## config.mk

```make
export PLATFORM = sky130hd
export DESIGN_NAME = sm_vcu_ctrl_flat
export DESIGN_NICKNAME = d
export VERILOG_FILES = /design/src/rtl/sm_vcu_pkg.sv /design/src/rtl/sm_vcu_if.sv /design/src/rtl/sm_vcu_sync.sv /design/src/rtl/sm_vcu_ctrl.sv /design/src/flat_wrapper.sv
export SDC_FILE = /design/constraint.sdc
export NUM_CORES = 1
export LEC_CHECK = 0
export CAP_MARGIN = 20
export CORE_UTILIZATION = 40
export CTS_BUF_LIST = sky130_fd_sc_hd__clkbuf_4 sky130_fd_sc_hd__clkbuf_8
export CTS_CLUSTER_DIAMETER = 80
export DETAILED_ROUTE_END_ITERATION = 8
export HOLD_SLACK_MARGIN = 0.15
export SLEW_MARGIN = 20
export SYNTH_ARGS = -nofsm -noshare
export SYNTH_HDL_FRONTEND = slang
export SYNTH_SLANG_ARGS = --single-unit
```

## constraint.sdc

```tcl
create_clock -name clk -period 6.1 [get_ports clk]
set_clock_uncertainty 0.2 [all_clocks]
set_input_delay 1.83 -clock clk [delete_from_list [all_inputs] [get_ports clk]]
set_output_delay 1.83 -clock clk [all_outputs]
set_load 0.02 [all_outputs]
```

## src/rtl/sm_vcu_pkg.sv

```systemverilog
// Shared definitions for the schoolRISCV command/response coprocessor:
// opcodes, FSM states, response bit positions and the LFSR step.
package sm_vcu_pkg;

  localparam logic [3:0] OP_NOP  = 4'd0;
  localparam logic [3:0] OP_WAIT = 4'd1;
  localparam logic [3:0] OP_KEYS = 4'd2;
  localparam logic [3:0] OP_LEDS = 4'd3;
  localparam logic [3:0] OP_RAND = 4'd4;

  typedef enum logic [1:0] {
    ST_IDLE,
    ST_EXEC,
    ST_WAIT
  } state_e;

  localparam int RSP_ACK  = 31;
  localparam int RSP_BUSY = 30;
  localparam int RSP_ERR  = 29;

  localparam logic [15:0] LFSR_SEED = 16'hACE1;
  // Feedback mask selecting taps 16,14,13,11 (bits 0,2,3,5 of the right-shifting register)
  localparam logic [15:0] LFSR_TAPS = 16'h002D;

  function automatic logic [15:0] lfsr_step(input logic [15:0] s);
    return {^(s & LFSR_TAPS), s[15:1]};
  endfunction

endpackage

```

## src/rtl/sm_vcu_if.sv

```systemverilog
// Register-file side port of the coprocessor: x31 read port and x30 write-back word.
interface sm_vcu_if;
  logic [4:0]  cmd_reg_addr;
  logic [31:0] cmd_reg_rdata;
  logic [31:0] vcu_reg_rdata;

  modport master (output cmd_reg_addr, output vcu_reg_rdata, input cmd_reg_rdata);
  modport slave  (input cmd_reg_addr, input vcu_reg_rdata, output cmd_reg_rdata);
endinterface

```

## src/rtl/sm_vcu_sync.sv

```systemverilog
// Parameterized two-flop synchronizer for asynchronous inputs.
module sm_vcu_sync #(
  parameter int W = 4
) (
  input  logic         clk,
  input  logic         rst,
  input  logic [W-1:0] d,
  output logic [W-1:0] q
);

  logic [W-1:0] meta;

  always_ff @(posedge clk or posedge rst) begin
    if (rst) begin
      meta <= '0;
      q    <= '0;
    end else begin
      meta <= d;
      q    <= meta;
    end
  end

endmodule

```

## src/rtl/sm_vcu_ctrl.sv

```systemverilog
// Command/response coprocessor: polls x31, executes NOP/WAIT/KEYS/LEDS/RAND, answers in x30.
// Define SM_VCU_LFSR_EN to build the LFSR behind OP 4; otherwise OP 4 reports ERR.
module sm_vcu_ctrl
  import sm_vcu_pkg::*;
#(
  parameter int KEY_W = 4,
  parameter int LED_W = 8
) (
  input  logic             clk,
  input  logic             rst,
  sm_vcu_if.master         bus,
  input  logic [KEY_W-1:0] keys,
  output logic [LED_W-1:0] leds
);

  state_e      state, state_nxt;
  logic        cmd_req_q;
  logic [3:0]  cmd_op_q;
  logic [15:0] cmd_arg_q;
  logic        primed, armed, last_req;
  logic [3:0]  op_r;
  logic [15:0] arg_r;
  logic [15:0] cnt;
  logic [31:0] resp;
  logic [KEY_W-1:0] keys_s;

  logic        accept, complete, cnt_load, led_we, lfsr_adv, err_c;
  logic [23:0] result_c;
  logic        unused_cmd_bits;

  assign bus.cmd_reg_addr  = 5'd31;
  assign bus.vcu_reg_rdata = resp;
  assign unused_cmd_bits   = ^{bus.cmd_reg_rdata[30:28], bus.cmd_reg_rdata[23:16]};

  sm_vcu_sync #(.W(KEY_W)) u_key_sync (
    .clk (clk),
    .rst (rst),
    .d   (keys),
    .q   (keys_s)
  );

`ifdef SM_VCU_LFSR_EN
  logic [15:0] lfsr;
  always_ff @(posedge clk or posedge rst) begin
    if (rst)           lfsr <= LFSR_SEED;
    else if (lfsr_adv) lfsr <= lfsr_step(lfsr);
  end
`endif

  always_ff @(posedge clk or posedge rst) begin
    if (rst) state <= ST_IDLE;
    else     state <= state_nxt;
  end

  always_comb begin
    state_nxt = state;
    accept    = 1'b0;
    complete  = 1'b0;
    cnt_load  = 1'b0;
    led_we    = 1'b0;
    lfsr_adv  = 1'b0;
    err_c     = 1'b0;
    result_c  = '0;
    case (state)
      ST_IDLE: begin
        if (armed && (cmd_req_q != last_req)) begin
          accept    = 1'b1;
          state_nxt = ST_EXEC;
        end
      end
      ST_EXEC: begin
        case (op_r)
          OP_NOP: complete = 1'b1;
          OP_WAIT: begin
            if (arg_r > 16'd1) begin
              cnt_load  = 1'b1;
              state_nxt = ST_WAIT;
            end else begin
              complete = 1'b1;
              result_c = {8'd0, arg_r};
            end
          end
          OP_KEYS: begin
            complete = 1'b1;
            result_c = 24'(keys_s);
          end
          OP_LEDS: begin
            complete = 1'b1;
            led_we   = 1'b1;
            result_c = 24'(leds);
          end
`ifdef SM_VCU_LFSR_EN
          OP_RAND: begin
            complete = 1'b1;
            lfsr_adv = 1'b1;
            result_c = {8'd0, lfsr_step(lfsr)};
          end
`endif
          default: begin
            complete = 1'b1;
            err_c    = 1'b1;
          end
        endcase
        if (complete) state_nxt = ST_IDLE;
      end
      ST_WAIT: begin
        // Counter hits zero on this edge
        if (cnt == 16'd1) begin
          complete  = 1'b1;
          result_c  = {8'd0, arg_r};
          state_nxt = ST_IDLE;
        end
      end
      default: state_nxt = ST_IDLE;
    endcase
  end

  // Command sampling, arming and response word
  always_ff @(posedge clk or posedge rst) begin
    if (rst) begin
      cmd_req_q <= 1'b0;
      cmd_op_q  <= '0;
      cmd_arg_q <= '0;
      primed    <= 1'b0;
      armed     <= 1'b0;
      last_req  <= 1'b0;
      resp      <= '0;
      leds      <= '0;
    end else begin
      cmd_req_q <= bus.cmd_reg_rdata[31];
      cmd_op_q  <= bus.cmd_reg_rdata[27:24];
      cmd_arg_q <= bus.cmd_reg_rdata[15:0];
      primed    <= 1'b1;
      // First real sample of x31 after reset defines the idle REQ level
      if (primed && !armed) begin
        armed    <= 1'b1;
        last_req <= cmd_req_q;
      end
      if (accept) begin
        last_req       <= cmd_req_q;
        resp[RSP_BUSY] <= 1'b1;
      end
      if (complete) resp <= {last_req, 1'b0, err_c, 1'b0, op_r, result_c};
      if (led_we)   leds <= arg_r[LED_W-1:0];
    end
  end

  // Latched operation and wait counter
  always_ff @(posedge clk) begin
    if (accept) begin
      op_r  <= cmd_op_q;
      arg_r <= cmd_arg_q;
    end
    if (cnt_load)              cnt <= arg_r - 16'd1;
    else if (state == ST_WAIT) cnt <= cnt - 16'd1;
  end

endmodule

```

## src/flat_wrapper.sv

```systemverilog
// flat-port wrapper written by rule: the top's interface ports become plain ports
module sm_vcu_ctrl_flat import sm_vcu_pkg::*;
#(
  parameter int KEY_W = 4,
  parameter int LED_W = 8
)
  (clk, rst, keys, leds, bus_cmd_reg_addr, bus_vcu_reg_rdata, bus_cmd_reg_rdata);
  sm_vcu_if bus_i ();
  input  logic clk;
  input  logic rst;
  input  logic [KEY_W-1:0] keys;
  output logic [LED_W-1:0] leds;
  output wire logic [$bits(bus_i.cmd_reg_addr)-1:0] bus_cmd_reg_addr;
  output wire logic [$bits(bus_i.vcu_reg_rdata)-1:0] bus_vcu_reg_rdata;
  input wire logic [$bits(bus_i.cmd_reg_rdata)-1:0] bus_cmd_reg_rdata;
  assign bus_cmd_reg_addr = bus_i.cmd_reg_addr;
  assign bus_vcu_reg_rdata = bus_i.vcu_reg_rdata;
  assign bus_i.cmd_reg_rdata = bus_cmd_reg_rdata;
  sm_vcu_ctrl #(.KEY_W(KEY_W), .LED_W(LED_W)) u_core (.clk(clk), .rst(rst), .bus(bus_i), .keys(keys), .leds(leds));
endmodule
```

==> metrics, run 1 <==
status=completed; syn avg cell area=12.6 um2; placed cell area=5070 um2; Area Growth Syn to Fin=19.6%; total gr overflow=0; total track usage=0.152; leak pwr=2.28 nW; DRC Markers=0; Final ANT Viol Nets=0; die height=107 um; initial DRC count=63; CTS H-tree depth=3; initial antenna violation count=0; dpl hpwl=5700 um; top_reg_cell synth=dfrtp_1; reg-to-reg slack, setup=3000 ps; Antenna Cells=0; Critical Path Sink Type=primary output; reg2reg start=u_core.arg_r[10]$_DFFE_PP_; Fmax achieved=291 MHz; Post-Place Cells=534; Max VDD drop=0.218 mV; Max stage delay on crit path=620 ps; Crit. path cell count=1; Root Driver=clkbuf_8; CTS tree=done; Setup CP Type=reg -> out; vias in the first global route=2587; Placeable Area=10500 um2; RR Endpoint=u_core.cnt[1]$_DFFE_PP_; # setup viols final=0; Slew headroom=0.333; Max Root-Sink Buffers=2; DRT Pass-1 Iters=4; clock sink count=101; Mapped Cells=349; count of nets after finishing=454; CTS Buf Count=9; RSZ-0062 raised after global routing=no; synth top area cells=dfrtp_1 (37%), edfxtp_1 (25%), mux2i_1 (5.7%); # rows=37; YS warnings=0; crit-path leading delay family=buffers and inverters; Tot Pwr=2.18 mW; critical-path cell with the highest stage delay=clkdlybuf4s50_1; setup TNS=0 ps; Tmin final=3430 ps; Fin. Hold Viols=0; CTS Hold Bufs=0; max-slew violations=0; vias per cell=4.63; final setup margin=2670 ps; pre-CTS WS=2680 ps; Post-synth ARST share=0.644; Non-Filler Instances=550; #FFs+latches synth=101; most frequent cell after synthesis=dfrtp_1; Seq/Total Area, Yosys=0.614; Critical Path RT=4070 ps; leading area contributor after synthesis=dfrtp_1; hold slack=155 ps; Reg clk slew, reported paths=100 ps; worst-skew pair later-pin latency=380 ps; Crit. Startpoint=u_core.leds[1]$_DFFE_PP0P_; mapped cell area=4410 um2; Starting Density=0.420; Post-synth EDFFs=36; WP buf/inv=1; CP endpoint=leds[1]; Commonest cells post-synth=dfrtp_1 (65), nand2_1 (40), edfxtp_1 (36); post_cts resized=0; R2R cell count=5; DIE WIDTH=107 um; Worst Path Arrival=1400 ps; port bufs=57; number of distinct library cells after synthesis=49; Worst Tran Pin Value=1000 ps; design area=5280 um2; Post-CTS Setup Repair Bufs=0; Pwr per Cell Area=413 nW/um2; Final Core Density=0.502; largest net degree at the start of global routing=36; crit path launch type=register; global-route wire length before repair=13000 um; share of the synthesized area in the top cell type=0.369; CP Max Fanout=3; fraction of layout cells with a size suffix above 1=0.0942; worst hold path type=reg -> reg; worst path cell trace=clkdlybuf4s50_1; drt total wl=7810 um; vias=2548; total die area=11400 um2; wire length per cell=14.2 um; Tcrit/Tclk final=0.562; Max Cap Viol=0; Final Wtd Congestion=0.775; # IOs=83
-- cell type report --
| type | instances | area (um2) |
|---|---|---|
| tap | 136 | 170 |
| timing repair buffer | 60 | 593 |
| clock buffer | 9 | 124 |
| sequential | 101 | 2710 |
| clock inverter | 7 | 78.8 |
| fill | 923 | 5230 |
| multi-input combinational | 217 | 1530 |
| inverter | 20 | 75.1 |
-- worst min path at each step --
stage / endpoint / slack [ps] / cells past startpoint / startpoint
2_1_floorplan: u_core.u_key_sync.q[0]$_DFF_PP0_ / 130 / 0 / u_core.u_key_sync.meta[0]$_DFF_PP0_
3_3_place_gp: u_core.u_key_sync.q[3]$_DFF_PP0_ / 130 / 0 / u_core.u_key_sync.meta[3]$_DFF_PP0_
3_5_place_dp: u_core.u_key_sync.q[2]$_DFF_PP0_ / 130 / 0 / u_core.u_key_sync.meta[2]$_DFF_PP0_
4_1_cts: u_core.u_key_sync.q[2]$_DFF_PP0_ / 160 / 0 / u_core.u_key_sync.meta[2]$_DFF_PP0_
5_1_grt: u_core.u_key_sync.q[3]$_DFF_PP0_ / 170 / 0 / u_core.u_key_sync.meta[3]$_DFF_PP0_
6_report: u_core.u_key_sync.q[2]$_DFF_PP0_ / 150 / 0 / u_core.u_key_sync.meta[2]$_DFF_PP0_
-- flip-flops by register name, summed over array words and instances, names as in the netlist --
signal / flops
u_core.cmd_op_q: 4
u_core.u_key_sync.q: 4
u_core.armed: 1
u_core.cmd_arg_q: 16
u_core.bus.vcu_reg_rdata: 23
u_core.u_key_sync.meta: 4
u_core.op_r: 4
u_core.cnt: 16
u_core.leds: 8
u_core.state: 2
u_core.arg_r: 16
u_core.last_req: 1
u_core.cmd_req_q: 1
u_core.primed: 1
-- where the power goes --
| group | leakage, nW | switching [mW] | internal (mW) |
|---|---|---|---|
| combinational | 1.05 | 0.377 | 0.334 |
| sequential | 1.12 | 0.141 | 0.894 |
| clock | 0.105 | 0.238 | 0.195 |
-- layout by cell type, fill, tap and decap left out, types with 4 or more instances in the layout --
cell	n
a21oi_1	7
a22o_1	4
clkbuf_8	9
clkdlybuf4s50_1	57
conb_1	15
dfrtp_1	65
edfxtp_1	36
ha_1	7
inv_1	19
inv_6	4
mux2_2	4
mux2_4	8
mux2i_1	25
nand2_1	40
nand3_1	4
nor2_1	19
nor3_1	9
o21ai_0	5
o2bb2ai_1	4
or4_1	7
xnor2_1	14
xor2_1	12
-- kinds of logic (layout without fill, tap and decap cells) --
| family | Yosys count | in the layout | share of synthesized area |
|---|---|---|---|
| other cells | 2 | 15 | 0.00170 |
| buf+inv | 44 | 96 | 0.0528 |
| fa+ha+maj | 7 | 7 | 0.0199 |
| compound gates | 33 | 33 | 0.0525 |
| mux | 37 | 37 | 0.0942 |
| simple gates | 99 | 99 | 0.113 |
| xor+xnor | 26 | 26 | 0.0516 |
| flops | 101 | 101 | 0.614 |
-- per-layer routing --
metal / vias to the layer above / wire length (um) / global-route usage
li1: 1296 / - / -
met4: 0 / 171 / 0.0734
met2: 57 / 3580 / 0.235
met1: 1184 / 3820 / 0.204
met3: 11 / 241 / 0.0340
met5: - / 0 / 0
No activity file was read; power rests on OpenSTA's default activity.
==> run 2, diff against run 1 <==
clock period = 3.4 ns   (was 6.1 ns; I/O delays follow)
==> run 2 against run 1 <==
Effect of this change: critical path depth is 5 higher; sequential power up 78%; register-to-register slack got worse by 2500 ps; non-clock buffer count is 4 higher; via count increased by 2.6%; global-route usage about the same.
==> metrics, run 2 (synthesized netlist as in run 1, its figures left out) <==
Final Core Density=0.503; reg2reg start=u_core.cnt[7]$_DFFE_PP_; setup TNS=0 ps; Tcrit/Tclk final=0.846; fraction of layout cells with a size suffix above 1=0.100; Placeable Area=10500 um2; post_cts resized=0; Critical Path RT=3450 ps; worst path cell trace=or4_1, nor4_4, o21a_1, o31ai_4, buf_4, mux2_4; Final ANT Viol Nets=0; Pwr per Cell Area=730 nW/um2; RSZ-0062 raised after global routing=no; Antenna Cells=0; die height=107 um; design area=5280 um2; Max Root-Sink Buffers=2; CTS tree=done; Starting Density=0.420; count of nets after finishing=458; global-route wire length before repair=13200 um; commonest non-fill, non-tap cells in the layout=dfrtp_1 (65), clkdlybuf4s50_1 (57), nand2_1 (40), edfxtp_1 (36), mux2i_1 (25); crit path launch type=register; max-slew violations=0; RR Endpoint=u_core.bus.vcu_reg_rdata[24]$_DFFE_PP0P_; vias=2613; worst-skew pair later-pin latency=370 ps; # fillers=923; drt total wl=7780 um; max reg flops=23; Max stage delay on crit path=710 ps; Fmax achieved=348 MHz; area of the multi-input gates=1530 um2; Worst Path Arrival=2930 ps; port bufs=57; vias per cell=4.72; Setup CP Type=reg -> reg; total die area=11400 um2; DIE WIDTH=107 um; Max Cap Viol=0; pre-CTS WS=549 ps; Area Growth Syn to Fin=19.8%; Critical Path Sink Type=register; initial antenna violation count=0; initial DRC count=144; worst hold path type=reg -> reg; Min-Delay Endpoint=u_core.u_key_sync.q[0]$_DFF_PP0_; Root Driver=clkbuf_8; CTS H-tree depth=3; final setup margin=523 ps; wire length per cell=14.0 um; critical-path cell with the highest stage delay=or4_1; # IOs=83; CP Max Fanout=14; R2R cell count=6; status=completed; vias in the first global route=2658; hold path startpoint=u_core.u_key_sync.meta[0]$_DFF_PP0_; Tot Pwr=3.85 mW; placed cell area=5100 um2; DRT Pass-1 Iters=4; clock sink count=101; Tmin final=2880 ps; # setup viols final=0; most common cell after layout, fill and taps aside=dfrtp_1; total gr overflow=0; Worst Hold Depth=0; CTS Buf Count=9; Seq. cell area=2710 um2; Final Wtd Congestion=0.766; Max VDD drop=0.317 mV; # rows=37; Reg clk slew, reported paths=100 ps; CTS Hold Bufs=0; DRC Markers=0; leak pwr=2.29 nW; total track usage=0.152; dpl hpwl=5640 um; largest net degree at the start of global routing=40; Post-CTS Setup Repair Bufs=0; reg-to-reg slack, setup=520 ps; Fin. Hold Viols=0
run 2: cell count changes in the layout (fill, tap and decap cells not counted), sizes merged:
cell	change
clkinvlp	+2
inv	-1
bufinv	-1
clkinv	-1
clkbuf	+1
buf	+4
run 2: metrics by stage:
| step | cells | hold WS, ps |
|---|---|---|
| 4_1_cts | 554 | 157 |
| 2_1_floorplan | 362 | 131 |
| 5_1_grt | 554 | 164 |
| 3_3_place_gp | 538 | 133 |
| 3_5_place_dp | 538 | 135 |
| 6_report | 554 | 155 |
run 2: worst max path at each step:
| stage | startpoint | to | slack [ps] | cells past startpoint |
|---|---|---|---|---|
| final | u_core.cnt[7]$_DFFE_PP_ | u_core.bus.vcu_reg_rdata[24]$_DFFE_PP0P_ | 520 | 6 |
| after global routing | u_core.cnt[7]$_DFFE_PP_ | u_core.bus.vcu_reg_rdata[3]$_DFFE_PP0P_ | 420 | 6 |
| after CTS | u_core.cnt[7]$_DFFE_PP_ | u_core.bus.vcu_reg_rdata[24]$_DFFE_PP0P_ | 510 | 6 |
| after detailed placement | u_core.cnt[7]$_DFFE_PP_ | u_core.bus.vcu_reg_rdata[26]$_DFFE_PP0P_ | 550 | 6 |
| after global placement | u_core.cnt[7]$_DFFE_PP_ | u_core.bus.vcu_reg_rdata[24]$_DFFE_PP0P_ | 580 | 6 |
| after floorplan | rst | u_core.armed$_DFFE_PP0P_ | 550 | 1 |
run 2: cell type report:
cell class              count  area share
multi-input cells         217       0.289
inverters                  20      0.0142
flip-flops and latches    101       0.513
repair buffers             64       0.118
well taps                 136      0.0322
clock buffers              10      0.0261
clock inverters             6     0.00805
run 2: where the power goes:
part | internal (mW) | leakage (nW) | switching [mW]
combinational | 0.618 | 1.07 | 0.682
sequential | 1.60 | 1.12 | 0.250
clock | 0.289 | 0.0873 | 0.415
total | 2.51 | 2.29 | 1.35
run 2: routing by layer:
layer / part of all wire / global-route usage / vias up
met4: 0.014 / 0.0587 / 0
met2: 0.45 / 0.233 / 51
met1: 0.50 / 0.213 / 1243
met5: 0 / 0 / -
met3: 0.031 / 0.0298 / 7
li1: - / - / 1312
run 2: critical path, delay by kind of cell (launching register included):
kind                   cells  cell delay [ps]
multiplexers               1              320
buffers and inverters      1              220
flip-flops                 1              470
AO/OA/AOI/OAI              2              290
AND/OR/NAND/NOR            2             1250
